**src/rtl/key_conditioner_if.sv**
```systemverilog
// Key conditioner signal bundle: raw key inputs towards the conditioner and
// the conditioned level/pulse outputs back to the game-control logic.
interface key_conditioner_if #(
    parameter int NUM_CH = 4
);
    logic [NUM_CH-1:0] d;
    logic [NUM_CH-1:0] level;
    logic [NUM_CH-1:0] press;
    logic [NUM_CH-1:0] rel;
    logic [NUM_CH-1:0] rpt;
    logic [NUM_CH-1:0] hit;

    modport master (output d, input level, press, rel, rpt, hit);
    modport slave  (input d, output level, press, rel, rpt, hit);
endinterface

```
**src/rtl/key_conditioner.sv**
```systemverilog
// Multi-channel key conditioner: synchroniser chain, debounce filter, edge
// pulses and an optional hold-to-repeat generator for every input channel.
module key_conditioner #(
    parameter int NUM_CH          = 4,
    parameter int SYNC_STAGES     = 2,
    parameter int DEBOUNCE_CYCLES = 16,
    parameter int ACTIVE_LOW_IN   = 1,
    parameter int REPEAT_DELAY    = 0,
    parameter int REPEAT_PERIOD   = 8
) (
    input  logic             clk,
    input  logic             reset,
    key_conditioner_if.slave kc
);
    localparam logic INACTIVE = (ACTIVE_LOW_IN != 0) ? 1'b1 : 1'b0;
    localparam int   CW       = ($clog2(DEBOUNCE_CYCLES + 1) > 1) ? $clog2(DEBOUNCE_CYCLES + 1) : 1;
    localparam int   HMAX     = (REPEAT_DELAY > REPEAT_PERIOD) ? REPEAT_DELAY : REPEAT_PERIOD;
    localparam int   HW       = ($clog2(HMAX) > 1) ? $clog2(HMAX) : 1;
    localparam logic [CW-1:0] DB_LAST = CW'(DEBOUNCE_CYCLES - 1);
    localparam logic [HW-1:0] RD_LAST = HW'((REPEAT_DELAY > 0) ? (REPEAT_DELAY - 1) : 0);
    localparam logic [HW-1:0] RP_LAST = HW'(REPEAT_PERIOD - 1);
    localparam logic RPT_EN   = (REPEAT_DELAY > 0) ? 1'b1 : 1'b0;

    typedef enum logic [1:0] {
        IDLE   = 2'd0,
        DELAY  = 2'd1,
        REPEAT = 2'd2
    } rpt_state_t;

    logic [NUM_CH-1:0] level_s;
    logic [NUM_CH-1:0] press_s;
    logic [NUM_CH-1:0] rel_s;
    logic [NUM_CH-1:0] rpt_s;

    for (genvar c = 0; c < NUM_CH; c++) begin : g_ch
        logic [SYNC_STAGES-1:0] sync_r;
        logic [CW-1:0]          cnt_r;
        logic [CW-1:0]          cnt_nxt_s;
        logic [HW-1:0]          hcnt_r;
        logic [HW-1:0]          hcnt_nxt_s;
        rpt_state_t             state_r;
        rpt_state_t             state_nxt_s;
        logic                   level_r;
        logic                   press_r;
        logic                   rel_r;
        logic                   rpt_r;
        logic                   norm_s;
        logic                   accept_s;
        logic                   rise_s;
        logic                   fall_s;
        logic                   rpt_nxt_s;

        // Debounce: a new level is accepted only after an unbroken run of disagreeing samples
        always_comb begin
            norm_s    = sync_r[SYNC_STAGES-1] ^ INACTIVE;
            accept_s  = 1'b0;
            cnt_nxt_s = cnt_r;
            if (norm_s == level_r) begin
                cnt_nxt_s = {CW{1'b0}};
            end else if (cnt_r == DB_LAST) begin
                accept_s  = 1'b1;
                cnt_nxt_s = {CW{1'b0}};
            end else begin
                cnt_nxt_s = cnt_r + CW'(1);
            end
            rise_s = accept_s & norm_s;
            fall_s = accept_s & ~norm_s;
        end

        // Synchroniser, debounce counter, level and edge pulse registers
        always_ff @(posedge clk or negedge reset) begin
            if (!reset) begin
                sync_r  <= {SYNC_STAGES{INACTIVE}};
                cnt_r   <= {CW{1'b0}};
                level_r <= 1'b0;
                press_r <= 1'b0;
                rel_r   <= 1'b0;
            end else begin
                sync_r  <= {sync_r[SYNC_STAGES-2:0], kc.d[c]};
                cnt_r   <= cnt_nxt_s;
                level_r <= accept_s ? norm_s : level_r;
                press_r <= rise_s;
                rel_r   <= fall_s;
            end
        end

        // Hold-to-repeat next state; a falling level always wins over a due repeat
        always_comb begin
            state_nxt_s = state_r;
            hcnt_nxt_s  = hcnt_r;
            rpt_nxt_s   = 1'b0;
            case (state_r)
                IDLE: begin
                    if (rise_s && RPT_EN) begin
                        state_nxt_s = DELAY;
                        hcnt_nxt_s  = {HW{1'b0}};
                    end else begin
                        hcnt_nxt_s  = {HW{1'b0}};
                    end
                end
                DELAY: begin
                    if (fall_s) begin
                        state_nxt_s = IDLE;
                        hcnt_nxt_s  = {HW{1'b0}};
                    end else if (hcnt_r == RD_LAST) begin
                        state_nxt_s = REPEAT;
                        hcnt_nxt_s  = {HW{1'b0}};
                        rpt_nxt_s   = 1'b1;
                    end else begin
                        hcnt_nxt_s  = hcnt_r + HW'(1);
                    end
                end
                REPEAT: begin
                    if (fall_s) begin
                        state_nxt_s = IDLE;
                        hcnt_nxt_s  = {HW{1'b0}};
                    end else if (hcnt_r == RP_LAST) begin
                        hcnt_nxt_s  = {HW{1'b0}};
                        rpt_nxt_s   = 1'b1;
                    end else begin
                        hcnt_nxt_s  = hcnt_r + HW'(1);
                    end
                end
                default: begin
                    state_nxt_s = IDLE;
                    hcnt_nxt_s  = {HW{1'b0}};
                end
            endcase
        end

        // Hold-to-repeat state register
        always_ff @(posedge clk or negedge reset) begin
            if (!reset) begin
                state_r <= IDLE;
                hcnt_r  <= {HW{1'b0}};
                rpt_r   <= 1'b0;
            end else begin
                state_r <= state_nxt_s;
                hcnt_r  <= hcnt_nxt_s;
                rpt_r   <= rpt_nxt_s;
            end
        end

        assign level_s[c] = level_r;
        assign press_s[c] = press_r;
        assign rel_s[c]   = rel_r;
        assign rpt_s[c]   = rpt_r;
    end

    assign kc.level = level_s;
    assign kc.press = press_s;
    assign kc.rel   = rel_s;
    assign kc.rpt   = rpt_s;
    assign kc.hit   = press_s | rpt_s;
endmodule

```
**src/flat_wrapper.sv**
```systemverilog
// flat-port wrapper written by rule: the top's interface ports become plain ports
module key_conditioner_flat 
#(
    parameter int NUM_CH          = 4,
    parameter int SYNC_STAGES     = 2,
    parameter int DEBOUNCE_CYCLES = 16,
    parameter int ACTIVE_LOW_IN   = 1,
    parameter int REPEAT_DELAY    = 0,
    parameter int REPEAT_PERIOD   = 8
)
  (clk, reset, kc_d, kc_level, kc_press, kc_rel, kc_rpt, kc_hit);
  key_conditioner_if #(.NUM_CH(NUM_CH)) kc_i ();
  input  logic clk;
  input  logic reset;
  input wire logic [$bits(kc_i.d)-1:0] kc_d;
  output wire logic [$bits(kc_i.level)-1:0] kc_level;
  output wire logic [$bits(kc_i.press)-1:0] kc_press;
  output wire logic [$bits(kc_i.rel)-1:0] kc_rel;
  output wire logic [$bits(kc_i.rpt)-1:0] kc_rpt;
  output wire logic [$bits(kc_i.hit)-1:0] kc_hit;
  assign kc_i.d = kc_d;
  assign kc_level = kc_i.level;
  assign kc_press = kc_i.press;
  assign kc_rel = kc_i.rel;
  assign kc_rpt = kc_i.rpt;
  assign kc_hit = kc_i.hit;
  key_conditioner #(.NUM_CH(NUM_CH), .SYNC_STAGES(SYNC_STAGES), .DEBOUNCE_CYCLES(DEBOUNCE_CYCLES), .ACTIVE_LOW_IN(ACTIVE_LOW_IN), .REPEAT_DELAY(REPEAT_DELAY), .REPEAT_PERIOD(REPEAT_PERIOD)) u_core (.clk(clk), .reset(reset), .kc(kc_i));
endmodule
```
**config.mk**
```make
export PLATFORM = sky130hd
export DESIGN_NAME = key_conditioner_flat
export DESIGN_NICKNAME = d
export VERILOG_FILES = /design/src/rtl/key_conditioner_if.sv /design/src/rtl/key_conditioner.sv /design/src/flat_wrapper.sv
export SDC_FILE = /design/constraint.sdc
export NUM_CORES = 1
export LEC_CHECK = 0
export ABC_AREA = 1
export CAP_MARGIN = 25
export CORE_MARGIN = 3
export CORE_UTILIZATION = 57
export DETAILED_ROUTE_END_ITERATION = 8
export PLACE_DENSITY = 0.82
export SETUP_SLACK_MARGIN = 0.02
export SYNTH_ARGS = -nofsm -noshare
export SYNTH_HDL_FRONTEND = slang
export SYNTH_SLANG_ARGS = --single-unit
```
**constraint.sdc**
```tcl
create_clock -name clk -period 1.7 [get_ports clk]
set_input_delay 0.34 -clock clk [delete_from_list [all_inputs] [get_ports clk]]
set_output_delay 0.34 -clock clk [all_outputs]
set_load 0.01 [all_outputs]
```
==> results of run 1 <==
==> worst paths after layout <==
path	end	cells past startpoint	slack, ps
max	kc_level[3]	1	90
max in group asynchronous	u_core.g_ch[3].sync_r[1]	3	620
min in group asynchronous	u_core.g_ch[1].cnt_r[1]	2	470
min reg2reg	u_core.g_ch[3].sync_r[1]	0	360
max reg2reg	u_core.g_ch[1].cnt_r[0]	4	600
min	u_core.g_ch[3].sync_r[1]	0	360
==> per-stage QoR <==
step,worst slack [ps],util,instance area [µm²],instances
CTS,21.18,0.6908,1971,236
global placement,436.7,0.6579,1877,226
floorplan,724.9,-,1768,192
finish,94.56,0.7031,2006,240
detailed placement,413.2,0.6579,1877,226
global route,19.11,0.7031,2006,240
==> area by class of cell <==
| cell class | instances | area (µm²) |
|---|---|---|
| clock inverters | 2 | 35.03 |
| clock buffers | 6 | 41.29 |
| inverters | 24 | 90.09 |
| well taps | 31 | 38.79 |
| flip-flops and latches | 40 | 1011 |
| repair buffers | 29 | 272.8 |
| multi-input cells | 108 | 516.7 |
| fillers | 213 | 847.1 |
==> worst reg2reg max path, cell delays in order, from the launching register on <==
cell and delay, ps:
dfrtp_1 430, ha_1 240, nand4_1 160, nand2_1 100, nor2_1 100
==> cell families after synthesis <==
kind of cell | count (synthesis) | share of synthesized area
AND/OR/NAND/NOR | 96 | 0.2457
buffers and inverters | 44 | 0.1368
flip-flops | 40 | 0.5755
AO/OA/AOI/OAI | 4 | 0.01140
adder cells (fa/ha/maj) | 4 | 0.02849
other | 1 | 0.002135
==> metal layers <==
layer,wire [µm],global-route usage
met2,1566,0.3034
met4,52,0.08182
met5,0,0
met1,1198,0.1959
met3,117,0.05031
==> timing repair <==
item	in CTS	in global routing
endpoints found under the hold margin	18	0
resized for setup	0	2
endpoints found under the setup margin	1	5
buffers inserted	1	4
hold buffers	1	0
==> power breakdown <==
part / leakage, nW / switching (mW) / internal (mW)
sequential: 0.521 / 0.0294 / 0.991
clock: 0.0422 / 0.294 / 0.308
combinational: 0.541 / 0.0642 / 0.0392
total: 1.10 / 0.387 / 1.34
==> registers in the layout, indices dropped and copies added (netlist names) <==
register             count
u_core.g_ch.sync_r       8
u_core.g_ch.level_r      4
u_core.g_ch.rel_r        4
u_core.g_ch.cnt_r       20
u_core.g_ch.press_r      4
==> cell usage after synthesis <==
cell type   n  share of area
nand4_1     9          0.032
nand2_2     3          0.011
nor3_2      1         0.0057
nor3_1      3         0.0085
buf_4      20          0.085
dfstp_2     8           0.12
conb_1      1         0.0021
nor2_1     28          0.060
o21ai_0     4          0.011
nand4_2     3          0.021
nand3_1     4          0.011
nand2_1    45          0.096
dfrtp_1    32           0.46
inv_1      24          0.051
ha_1        4          0.028
==> reports/qor.yml, run 1 <==
outcome:
  outcome: "completed"
grt:
  grt_first_pass_wirelength_mm: 4.733
  grt_pass1_vias: 1173
  grt_max_degree: 24
  grt-ovfl-total: 0
  antenna_found_initial: 0
  grt_usage: 0.1745
clocking:
  clock-sinks: 40
  clk_path_buf_depth: 2
  clock-root-buffer: "clkbuf_4"
  path_clk_slew_ps: 100
  cts_max_level: 2
  cts_buffers: 5
  clk_latency_ps: 350
  cts_tree: "yes"
worst_setup_path:
  cp_slowest_cell: "clkdlybuf4s50_1"
  startpoint: "u_core.g_ch[3].level_r"
  cp_cell_sequence: "clkdlybuf4s50_1"
  crit_buf_inv: 1
  crit_path_max_incr_delay_ps: 540
  path_class: "register to output port"
  critical_path_required_ps: 1360
  critical_path.top_delay_family: "buffers and inverters"
  cp-end-kind: "output port"
  startpoint_type: "register"
  cp_max_fo: 3
  rr_startpoint: "u_core.g_ch[1].cnt_r[0]"
  cp.arrival_ps: 1270
detailed_routing:
  dr.pass1.iters: 5
  vias: 1227
  avgViaCountPerCell: 5.113
  wl_per_cell_um: 12.23
  wirelength_mm: 2.934
  antenna_left: 0
  drc_errors: 0
  drtIter0Drc: 63
die:
  dieArea_um2: 3784
  start_util: 0.6158
  fp.dieW_um: 61.52
  die_y_um: 61.52
  ios: 26
  rows: 19
  coreArea_um2: 2853
final_layout:
  n_antenna_cell: 0
  final_common_cell: "nand2_1"
  syn_to_final_growth_pct: 14.17
  layout_common_cells: "45 x nand2_1, 32 x dfrtp_1, 28 x nor2_1, 24 x inv_1, 18 x clkdlybuf4s50_1"
  drive_above_1_share: 0.1435
  nets: 218
placement:
  gp_congestion: 0.7774
  dp_hpwl_mm: 2.168
  io_buffer_count: 21
yosys:
  yosysUniqueCellTypes: 15
  synth_seq_area_share: 0.5755
  syn_avg_cell_area_um2: 9.295
  synth_area_um2: 1757
  yosys_warnings: 0
  syn_inst: 189
  ys_ff_latch: 40
sta:
  period_share: 0.9444
  tns_ps: 0
  fin_skew_ps: 13.71
  fin_crit_ps: 1605
  clock.fmax_ghz: 0.6229
  final-hold-violation-count: 0
  whs_ps: 361.7
  final-setup-viol-count: 0
  report.final.slew_viol_count: 0
  rsz0062_at_grt: "false"
flow_run:
  max-cap-violations: 0
power:
  total_power_mw: 1.726
  ir_drop_uv: 546.3
  p_leak_nw: 1.104
  power_density_nw_per_um2: 860.7
hold_path:
  hold_path.class: "register to register"
  hold_start: "u_core.g_ch[3].sync_r[0]"
No activity file was read; power rests on OpenSTA's default activity.
==> inputs of run 2 (changes only) <==
--- a/config.mk
+++ b/config.mk
@@ -7,10 +7,12 @@
 export LEC_CHECK = 0
 export ABC_AREA = 1
 export CAP_MARGIN = 25
+export CORE_ASPECT_RATIO = 1.5
 export CORE_MARGIN = 3
-export CORE_UTILIZATION = 57
+export CORE_UTILIZATION = 60
+export CTS_BUF_LIST = sky130_fd_sc_hd__clkbuf_8
 export DETAILED_ROUTE_END_ITERATION = 8
-export PLACE_DENSITY = 0.82
+export PLACE_DENSITY = 0.86
 export SETUP_SLACK_MARGIN = 0.02
 export SYNTH_ARGS = -nofsm -noshare
 export SYNTH_HDL_FRONTEND = slang
==> run 2 against run 1 <==
Effect of this change: fmax is 0.30% higher; die area is 4.2% lower; clock skew is 10 ps lower; critical path type unchanged.
==> reports/qor.yml, run 2 (synthesis gave the netlist of run 1 again) <==
outcome:
  outcome: "completed"
sta:
  final-hold-violation-count: 0  # unchanged
  clock.fmax_ghz: 0.6247  # +0.30%
  fin_crit_ps: 1601  # -4.764 ps
  fin_ws_ps: 99.32  # +4.764 ps
  period_share: 0.9416  # -0.002802
  report.final.slew_viol_count: 0  # unchanged
  fin_skew_ps: 3.702  # -10.01 ps
  final-setup-viol-count: 0  # unchanged
  rsz0062_at_grt: "false"
  tns_ps: 0  # unchanged
clocking:
  cts_tree: "yes"
  cts_resized: 0  # unchanged
  postCtsSetupRepairBufs: 0  # -1
  path_clk_slew_ps: 70  # -30 ps
  clock-sinks: 40  # unchanged
  cts_max_level: 2  # unchanged
  clk_path_buf_depth: 2  # unchanged
  clock-root-buffer: "clkbuf_8"
  cts_buffers: 5  # unchanged
  ctsHoldBuffers: 0  # -1
  clk_latency_ps: 290  # -60 ps
power:
  ir_drop_uv: 727.6  # +33%
  p_leak_nw: 1.039  # -5.9%
  power_density_nw_per_um2: 888.3  # +3.2%
detailed_routing:
  avgViaCountPerCell: 4.954  # -3.1%
  wl_per_cell_um: 12.23  # about the same
  drc_errors: 0  # unchanged
  antenna_left: 0  # unchanged
  wirelength_mm: 2.924  # -0.34%
  vias: 1184  # -3.5%
  drtIter0Drc: 11  # -83%
  dr.pass1.iters: 4  # -1
grt:
  grt-ovfl-total: 0  # unchanged
  grt_usage: 0.1851  # +0.01060
  antenna_found_initial: 0  # unchanged
  grt_max_degree: 41  # +71%
  grt_first_pass_wirelength_mm: 4.836  # +2.2%
  grt_pass1_vias: 1132  # -3.5%
worst_setup_path:
  startpoint_type: "register"
  critical_path.top_delay_family: "buffers and inverters"
  cp.arrival_ps: 1260  # about the same
  path_class: "register to output port"
  crit_path_max_incr_delay_ps: 560  # +20 ps
  critical_path_required_ps: 1360  # about the same
  crit_buf_inv: 1  # unchanged
  rr_startpoint: "u_core.g_ch[0].cnt_r[0]"
  startpoint: "u_core.g_ch[1].level_r"
  cp_cell_sequence: "clkdlybuf4s50_1"
  cp_max_fo: 5  # +2
  cp-end-kind: "output port"
  cp_slowest_cell: "clkdlybuf4s50_1"
final_layout:
  regArea_um2: 1011  # unchanged
  fill_cells: 194  # -8.9%
  n_antenna_cell: 0  # unchanged
  nets: 211  # -3.2%
  multi_input_area_um2: 516.7  # unchanged
  final_common_cell: "nand2_1"
  layout_common_cells: "45 x nand2_1, 32 x dfrtp_1, 28 x nor2_1, 24 x inv_1, 20 x clkdlybuf4s50_1"
  layout.cells.non_filler: 239  # -0.42%
  largest_register: "u_core.g_ch.cnt_r"
  drive_above_1_share: 0.1238  # -0.01978
  final_util: 0.7204  # +0.01730
  largest_reg_flops: 20  # unchanged
  syn_to_final_growth_pct: 12.11
  top_regs: "u_core.g_ch.cnt_r: 20 flops, u_core.g_ch.sync_r: 8 flops"
hold_path:
  hold_path.class: "input port to asynchronous set/reset pin"
die:
  start_util: 0.6426  # +0.02677
  coreArea_um2: 2734  # -4.2%
  ios: 26  # unchanged
  dieArea_um2: 3627  # -4.2%
  die_y_um: 72.27  # +17%
  rows: 23  # +4
  fp.dieW_um: 50.18  # -18%
placement:
  dp_hpwl_mm: 2.205  # +1.7%
  dp.cells: 231  # +2.2%
  io_buffer_count: 21  # unchanged
  gp_congestion: 0.7444  # -4.2%
  place_ws_ps: 414.4  # +1.195 ps
flow_run:
  max-cap-violations: 0  # unchanged
run 2: cell types whose count changed in the layout (fill, tap and decap cells not counted), sizes merged:
cell	previous run	this run
bufinv	1	0
clkdlybuf4s50	18	20
dlygate4sd3	1	0
dlymetal6s2s	2	0
clkinv	1	2
buf	8	2
run 2: layout make-up:
| cell class | count | share of cell area |
|---|---|---|
| repair buffers | 22 | 0.1080 |
| clock inverters | 2 | 0.005083 |
| inverters | 24 | 0.04574 |
| multi-input cells | 108 | 0.2624 |
| clock buffers | 6 | 0.04193 |
| well taps | 37 | 0.02351 |
| flip-flops and latches | 40 | 0.5133 |
run 2: power by group:
group	leakage, nW	internal (mW)	switching [mW]	total (mW)
Combinational	0.467	0.0359	0.0623	0.0982
Clock	0.0510	0.323	0.307	0.630
Sequential	0.521	0.992	0.0298	1.02
run 2: final timing paths:
| path | end | slack, ps | cells past startpoint |
|---|---|---|---|
| max | kc_level[1] | 100 | 1 |
| min | u_core.g_ch[2].rel_r | 90 | 2 |
| max reg2reg | u_core.g_ch[0].cnt_r[2] | 600 | 4 |
| min reg2reg | u_core.g_ch[2].sync_r[1] | 360 | 0 |
| max in group asynchronous | u_core.g_ch[3].sync_r[1] | 1250 | 2 |
| min in group clk | u_core.g_ch[2].sync_r[1] | 360 | 0 |
run 2: stage by stage:
stage	power [mW]	hold slack (ps)	instance area, µm²
finish	1.749	85.39	1969
detailed placement	1.138	346.8	1877
CTS	1.772	100.6	1969
global route	1.824	119.9	1969
global placement	1.127	345.7	1877
floorplan	1.095	44.41	1768
run 2: per-layer routing:
layer / GRT usage / wire, µm / vias up
met4: 0.1262 / 93 / 0
met1: 0.1907 / 1109 / 570
met3: 0.05544 / 107 / 8
met5: 0 / 0 / -
met2: 0.3169 / 1614 / 22
li1: - / - / 584
run 2: worst register-to-register path, stage by stage, from the launching register on:
cell and delay (ps):
dfrtp_1 420, ha_1 250, nand2_1 90, inv_1 50, nor3_1 200
